**config.mk**
```make
export PLATFORM = sky130hd
export DESIGN_NAME = seven_seg_scanner_flat
export DESIGN_NICKNAME = d
export VERILOG_FILES = /design/src/rtl/seven_seg_scanner_if.sv /design/src/rtl/seven_seg_scanner.sv /design/src/flat_wrapper.sv
export SDC_FILE = /design/constraint.sdc
export NUM_CORES = 1
export LEC_CHECK = 0
export ABC_CLOCK_PERIOD_IN_PS = 4300
export CAP_MARGIN = 20
export CORE_MARGIN = 2
export CORE_UTILIZATION = 40
export CTS_BUF_LIST = sky130_fd_sc_hd__clkbuf_16
export DETAILED_ROUTE_END_ITERATION = 16
export GPL_TIMING_DRIVEN = 1
export HOLD_SLACK_MARGIN = 0.15
export PLACE_DENSITY_LB_ADDON = 0.1
export SYNTH_ARGS = -nofsm -noshare
export SYNTH_HDL_FRONTEND = slang
export SYNTH_SLANG_ARGS = --single-unit
export TNS_END_PERCENT = 5
```
**constraint.sdc**
```tcl
create_clock -name clk -period 4.3 [get_ports clk]
set_input_delay 0.86 -clock clk [delete_from_list [all_inputs] [get_ports clk]]
set_output_delay 0.86 -clock clk [all_outputs]
set_load 0.02 [all_outputs]
```
**src/rtl/seven_seg_scanner_if.sv**
```systemverilog
// Host-side bundle for the seven-segment scanner: buffer writes, scroll advance, display drive.
interface seven_seg_scanner_if;
    logic       adv;
    logic       wr_en;
    logic [3:0] wr_addr;
    logic [3:0] wr_data;
    logic [3:0] an;
    logic [6:0] seg;
    logic       frame_done;

    modport master (
        output adv, wr_en, wr_addr, wr_data,
        input  an, seg, frame_done
    );

    modport slave (
        input  adv, wr_en, wr_addr, wr_data,
        output an, seg, frame_done
    );
endinterface

```
**src/rtl/seven_seg_scanner.sv**
```systemverilog
// Four-digit multiplexed seven-segment scanner showing a scrolling window over a 16-entry hex buffer.
module seven_seg_scanner #(
    parameter int unsigned BLANK_CYC = 2,
    parameter int unsigned ON_CYC    = 6
) (
    input  logic               clk,
    input  logic               reset,
    seven_seg_scanner_if.slave bus
);
    localparam int unsigned CNT_W = 8;
    localparam logic [0:0]  ST_BLANK = 1'b0;
    localparam logic [0:0]  ST_ON    = 1'b1;

    logic [0:0]       state, state_n;
    logic [1:0]       digit, digit_n;
    logic [CNT_W-1:0] cnt, cnt_n;
    logic [3:0]       ptr, ptr_n;
    logic             pending, pending_n;
    logic             boundary;
    logic [3:0]       rd_addr;
    logic [3:0]       an_n;
    logic [6:0]       seg_n;
    logic [3:0]       msg_buf [16];

    function automatic logic [6:0] hex_decode(input logic [3:0] c);
        case (c)
            4'h0: hex_decode = 7'b1000000;
            4'h1: hex_decode = 7'b1111001;
            4'h2: hex_decode = 7'b0100100;
            4'h3: hex_decode = 7'b0110000;
            4'h4: hex_decode = 7'b0011001;
            4'h5: hex_decode = 7'b0010010;
            4'h6: hex_decode = 7'b0000010;
            4'h7: hex_decode = 7'b1111000;
            4'h8: hex_decode = 7'b0000000;
            4'h9: hex_decode = 7'b0010000;
            4'hA: hex_decode = 7'b0001000;
            4'hB: hex_decode = 7'b0000011;
            4'hC: hex_decode = 7'b1000110;
            4'hD: hex_decode = 7'b0100001;
            4'hE: hex_decode = 7'b0000110;
            default: hex_decode = 7'b0001110;
        endcase
    endfunction

    // Leftmost digit (3) shows buf[ptr], rightmost (0) shows buf[ptr+3].
    assign rd_addr = ptr + 4'd3 - {2'b00, digit};

    // Message buffer
    always_ff @(posedge clk) begin
        if (reset) begin
            for (int i = 0; i < 16; i++) msg_buf[i] <= '0;
        end else if (bus.wr_en) begin
            msg_buf[bus.wr_addr] <= bus.wr_data;
        end
    end

    // State and registered outputs
    always_ff @(posedge clk) begin
        if (reset) begin
            state          <= ST_BLANK;
            digit          <= 2'd3;
            cnt            <= '0;
            ptr            <= '0;
            pending        <= 1'b0;
            bus.an         <= 4'b1111;
            bus.seg        <= 7'b1111111;
            bus.frame_done <= 1'b0;
        end else begin
            state          <= state_n;
            digit          <= digit_n;
            cnt            <= cnt_n;
            ptr            <= ptr_n;
            pending        <= pending_n;
            bus.an         <= an_n;
            bus.seg        <= seg_n;
            bus.frame_done <= boundary;
        end
    end

    // Next-state and output decode; an tracks the next state so it lines up with the slot.
    always_comb begin
        state_n  = state;
        digit_n  = digit;
        cnt_n    = cnt + CNT_W'(1);
        boundary = 1'b0;
        case (state)
            ST_BLANK: begin
                if (cnt == CNT_W'(BLANK_CYC - 1)) begin
                    state_n = ST_ON;
                    cnt_n   = '0;
                end
            end
            default: begin
                if (cnt == CNT_W'(ON_CYC - 1)) begin
                    state_n  = ST_BLANK;
                    cnt_n    = '0;
                    digit_n  = digit - 2'd1;
                    boundary = (digit == 2'd0);
                end
            end
        endcase

        an_n  = (state_n == ST_ON) ? ~(4'b0001 << digit_n) : 4'b1111;
        seg_n = (state == ST_BLANK && cnt == '0) ? hex_decode(msg_buf[rd_addr]) : bus.seg;

        // An advance landing on the boundary cycle is folded in before the pointer step.
        pending_n = pending | bus.adv;
        ptr_n     = ptr;
        if (boundary && pending_n) begin
            ptr_n     = ptr + 4'd1;
            pending_n = 1'b0;
        end
    end
endmodule

```
**src/flat_wrapper.sv**
```systemverilog
// flat-port wrapper written by rule: the top's interface ports become plain ports
module seven_seg_scanner_flat 
#(
    parameter int unsigned BLANK_CYC = 2,
    parameter int unsigned ON_CYC    = 6
)
  (clk, reset, bus_adv, bus_wr_en, bus_wr_addr, bus_wr_data, bus_an, bus_seg, bus_frame_done);
  seven_seg_scanner_if bus_i ();
  input  logic clk;
  input  logic reset;
  input wire logic [$bits(bus_i.adv)-1:0] bus_adv;
  input wire logic [$bits(bus_i.wr_en)-1:0] bus_wr_en;
  input wire logic [$bits(bus_i.wr_addr)-1:0] bus_wr_addr;
  input wire logic [$bits(bus_i.wr_data)-1:0] bus_wr_data;
  output wire logic [$bits(bus_i.an)-1:0] bus_an;
  output wire logic [$bits(bus_i.seg)-1:0] bus_seg;
  output wire logic [$bits(bus_i.frame_done)-1:0] bus_frame_done;
  assign bus_i.adv = bus_adv;
  assign bus_i.wr_en = bus_wr_en;
  assign bus_i.wr_addr = bus_wr_addr;
  assign bus_i.wr_data = bus_wr_data;
  assign bus_an = bus_i.an;
  assign bus_seg = bus_i.seg;
  assign bus_frame_done = bus_i.frame_done;
  seven_seg_scanner #(.BLANK_CYC(BLANK_CYC), .ON_CYC(ON_CYC)) u_core (.clk(clk), .reset(reset), .bus(bus_i));
endmodule
```
### Yosys cells after proc, flatten, opt, wreduce, memory -nomap -nowiden

Memories as Yosys holds them, arrays and structs flattened. A register that Yosys moved wholly into a read port is not among the register bits.
Index checks and enable logic that the tools add are counted.

| storage, ports and cells | value |
|---|---|
| register bits after elaboration | 21 |
| latch bits | 0 |
| memory bits (writable) | 64 |
| bits in read-only memories | 112 |
| input port bits | 12 |
| output and inout port bits | 12 |
| logic and storage cells | 46 |
| memories | 2 |

Memories:

| memory | words | width | read ports | clocked after Yosys merged registers in | write ports | RTL line | text |
|---|---|---|---|---|---|---|---|
| (no name shown) | 16 | 7 | 1 | 1 | 0 | seven_seg_scanner.sv:26 | `case (c)` |
| u_core.msg_buf | 16 | 4 | 1 | 0 | 16 | seven_seg_scanner.sv:23 | `logic [3:0] msg_buf [16];` |

| cells by class | value |
|---|---|
| add/subtract/negate cells | 5 |
| $mul | 0 |
| div/mod/pow operators | 0 |
| $lt $le $gt $ge | 0 |
| eq/ne operators | 2 |
| shift operators | 1 |
| multiplexer cells | 18 |
| bitwise gates (word level) | 4 |
| reduce and logical (&&, ||, !) cells | 7 |

Operator list:

| cell | number |
|---|---|
| $mux 8 | 3 |
| $mux 1 | 11 |
| $add 8x1->8 const B | 1 |
| $eq 8x1->1 const B | 1 |
| $eq 8x3->1 const B | 1 |
| $logic_not 8->1 | 1 |
| $mux 4 | 2 |
| $add 4x1->4 const B | 1 |
| $add 4x2->4 const B | 1 |
| $mux 2 | 2 |
| $not 4->4 | 1 |
| $reduce_or 2->1 | 2 |
| $reduce_or 4->1 | 1 |
| $shl 1x2->4 const A | 1 |
| $sub 4x2->4 | 1 |
| $logic_and 1x1->1 | 2 |
| $logic_not 2->1 | 1 |
| $not 1->1 | 2 |
| $sub 2x1->2 const B | 1 |
| $or 1x1->1 | 1 |

### Logic depth before layout (Yosys ltp)

| depth | value |
|---|---|
| depth after elaboration | 5 |
| depth in mapped cells | 16 |
| mapped depth without buffers | 14 |

### Least setup slack after synthesis

Ideal clock, no wire load.

| timing path | value |
|---|---|
| kind | flip-flop to flip-flop |
| start | register u_core.digit[1] |
| end | register u_core.bus.seg[5] |
| library setup time | 0.124 ns |
| arrival | 3.321 ns |
| data required time | 4.176 ns |
| slack | 0.856 ns |
| cell stages (with the launch flop) | 14 |
| buffers on the path | 2 |
| period minus slack after synthesis | 3.444 ns |
| cell sequence | dfxtp_1 > inv_1 > ha_1 > ha_1 > fa_1 > buf_2 > buf_2 > mux4_2 > mux4_2 > ha_1 > inv_1 > mux2i_1 > a211oi_1 > o21ai_1 |

| on the way | value |
|---|---|
| cells in the longest elaborated chain, start to end | 2 |

Ends and longest elaborated chain:

| what | RTL line | text |
|---|---|---|
| from (decl) | seven_seg_scanner.sv:15 | `logic [1:0] digit, digit_n;` |
| from (signal assigned) | seven_seg_scanner.sv:71 | `digit <= digit_n;` |
| $sub 4x2->4 | seven_seg_scanner.sv:47 | `assign rd_addr = ptr + 4'd3 - {2'b00, digit};` |
| $mem_v2 16x4 | -- |  |
| to (decl) | seven_seg_scanner_if.sv:18 | `output an, seg, frame_done` |

Every way passes these cells.
A chain may end at the register's enable or synchronous reset.

### Worst setup path after layout

Ends and elaborated chain as after synthesis.

==> reports/results.txt <==
PostCTS Resize Cnt: 0
Yosys cell types: 44
HP Start: u_core.digit[0]
Number of I/O pins: 24
Die ar.: 0.0124 sq mm
Synth warnings: 0
ANT cells: 0
Commonest non-fill, non-tap cell in the layout: and2_1
WL final: 9700 um
Status: finished, final reports clean
RSZ-0062 raised after global routing: no
Syn_area_per_cell: 12.1 sq um
Reg2reg path depth: 14
Slowest stage delay, CP: 860 ps
Crit Path Max Fanout: 11
Hold crit path type: reg -> reg
Drt pass-1 iters: 4
Layout cell share with drive strength beyond 1: 11.4%
Pwr/cell area: 388 mW/mm^2
Largest net degree at the start of global routing: 18
CP max-delay cell: fa_1
WHS Endpoint: u_core.bus.an[3]
Final Skew: 5.83 ps
Area Overhead vs Synth: 13.0%
Pins Over Slew Limit: 0
Remaining routing DRC violations: 0
Vias: 2,804
Max Cap Viol: 0
Final setup fails: 0
Mapped Nets: 406
CP Capture Type: flop
Post-Layout Cell Count: 548
CP cell instances: inv_1, ha_1, ha_1, fa_1, mux4_2, nand2_1, and3_1, a21oi_1, inv_1, ha_1, inv_1, mux2i_1, a211oi_1, o21ai_1
CTS tree: yes
Cells after Synth: 379
Critical path arrival: 4030 ps
CTS Sinks: 92
Vias per cell: 5.12
Gr usage total: 16.9%
H-tree Lvls: 3
DRT antenna net count: 0
# hold bufs at CTS: 0
Starting Density: 40.7%
Num rows: 39
Final Wtd Congestion: 0.762
Crit Path Category: reg -> reg
Die Height: 111 um
Routed length per placed instance: 17.7 um
Hold Path Cell Cnt: 1
Post-synthesis register bit count: 92
# Post-CTS Setup Buffers: 0
Least-Margin Pin Slew: 691 ps
DRT iter0 DRCs: 138
Fin crit share: 88.6%
R2r setup slk: 490 ps
Initial antenna violation count: 0
Worst vdd ir: 0.000231 V
CTS clk-pin slew, worst paths: 60 ps
Placeable Area: 0.0113 sq mm
Crit start category: flop
Leak Pwr: 1.91 nW
Vias in the first global route: 2,766
First-pass GRT wire length: 15,700 um
Slack of the critical path: 492 ps
Post-Syn Area: 0.00460 sq mm
Longest Clk Path Bufs: 2
Reg2reg end: u_core.bus.seg[5]
Final min period: 3810 ps
Worst slew margin: 53.4%
Placed cells: 533
Clock Tree Root: clkbuf_16
Most frequent cells in the layout: 66 x and2_1, 64 x edfxtp_1, 38 x nor2_1
Filler cells: 1,076
Total CTS buffers: 9
DIE WIDTH: 111 um
CP required: 4530 ps
Layout Nets: 428
Setup WS pre-CTS: 489 ps
Sequential area share after synthesis: 53.9%
Setup TNS: 0 ps
Grt ovf: 0
DP Wirelength: 7110 um
Worst r2r src: u_core.digit[1]
Final Hold Fails: 0
Port buffer count: 23
Fmax: 263 MHz
Clock Latency Late Sink: 350 ps
routing by layer:
metal	wire (um)	global-route usage, %
met3	367	3.50
met1	4470	22.2
met4	149	6.67
met5	0	0
met2	4710	27.6
metrics by stage:
step | hold slack [ps] | instance area [sq um] | total power [W] | util [%]
4_1_cts | 427 | 5200 | 0.00204 | 46.0
3_5_place_dp | 416 | 4940 | 0.00134 | 43.7
6_report | 426 | 5200 | 0.00202 | 46.0
5_1_grt | 436 | 5200 | 0.00211 | 46.0
3_3_place_gp | 412 | 4940 | 0.00133 | 43.7
2_1_floorplan | 394 | 4600 | 0.00123 | -
registers in the layout, summed over array words and instances, names as in the netlist:
signal	flops
u_core.bus.an	4
u_core.bus.frame_done	1
u_core.bus.seg	7
u_core.cnt	8
u_core.digit	2
u_core.msg_buf	64
u_core.pending	1
u_core.ptr	4
u_core.state	1
worst max-delay path, delay by kind of cell, from the launching register on:
family / cells / cell delay [ps]
fa+ha+maj: 4 / 1640
compound gates: 3 / 680
mux: 2 / 410
flops: 1 / 370
buf+inv: 3 / 370
simple gates: 2 / 220
cells in the mapped netlist, drive strengths merged:
cell    number  area share, %
and2        66            9.0
clkinv       1           0.11
or4          1           0.16
xor2         9            2.1
a21oi       10            1.3
inv         11           0.90
nand3b       2           0.33
or3          1           0.14
mux2         2           0.49
xnor2        4           0.76
nor3b        2           0.33
o211ai       1           0.16
o211a        1           0.22
and3         4           0.54
nor2b        1           0.14
nand4        4           0.82
a211oi       3           0.71
ha          14            3.8
a221oi       1           0.33
nand3       14            1.5
or2          4           0.54
edfxtp      64             42
nor2        40            3.4
nand2b       2           0.27
mux2i        9            2.0
nand2       16            1.3
clkbuf      10           0.82
buf          7            1.5
dfxtp       28             12
o21ai       18            2.0
mux4        17            8.7
nor3        11            1.4
fa           1           0.43
where the power goes:
part / internal, W / switching [W]
Combinational: 0.000110 / 0.000154
Sequential: 0.00101 / 0.0000364
Clock: 0.000383 / 0.000327
Total: 0.00150 / 0.000517
final cells by class:
type / instances / area [sq um] / area share, %
repair buffers: 28 / 268 / 5.14
clock buffers: 9 / 225 / 4.33
inverters: 12 / 46.3 / 0.889
multi-input cells: 258 / 1970 / 37.8
well taps: 143 / 179 / 3.44
flip-flops and latches: 92 / 2480 / 47.7
clock inverters: 6 / 35.0 / 0.673
worst max path at each step:
stage / depth (start not counted) / slack, ps / to / start
2_1_floorplan: 13 / 860 / u_core.bus.seg[5] / u_core.digit[1]
3_3_place_gp: 14 / 630 / u_core.bus.seg[5] / u_core.digit[1]
3_5_place_dp: 14 / 490 / u_core.bus.seg[5] / u_core.digit[1]
4_1_cts: 14 / 470 / u_core.bus.seg[5] / u_core.digit[1]
5_1_grt: 14 / 230 / u_core.bus.seg[5] / u_core.digit[1]
6_report: 14 / 490 / u_core.bus.seg[5] / u_core.digit[1]
cell families after synthesis:
group / Yosys count / share of synthesized area (%)
flops: 92 / 53.9
xor+xnor: 13 / 2.88
simple gates: 168 / 19.9
compound gates: 34 / 4.62
buf+inv: 29 / 3.32
fa+ha+maj: 15 / 4.24
mux: 28 / 11.2
(Power assumes the default switching activity.)
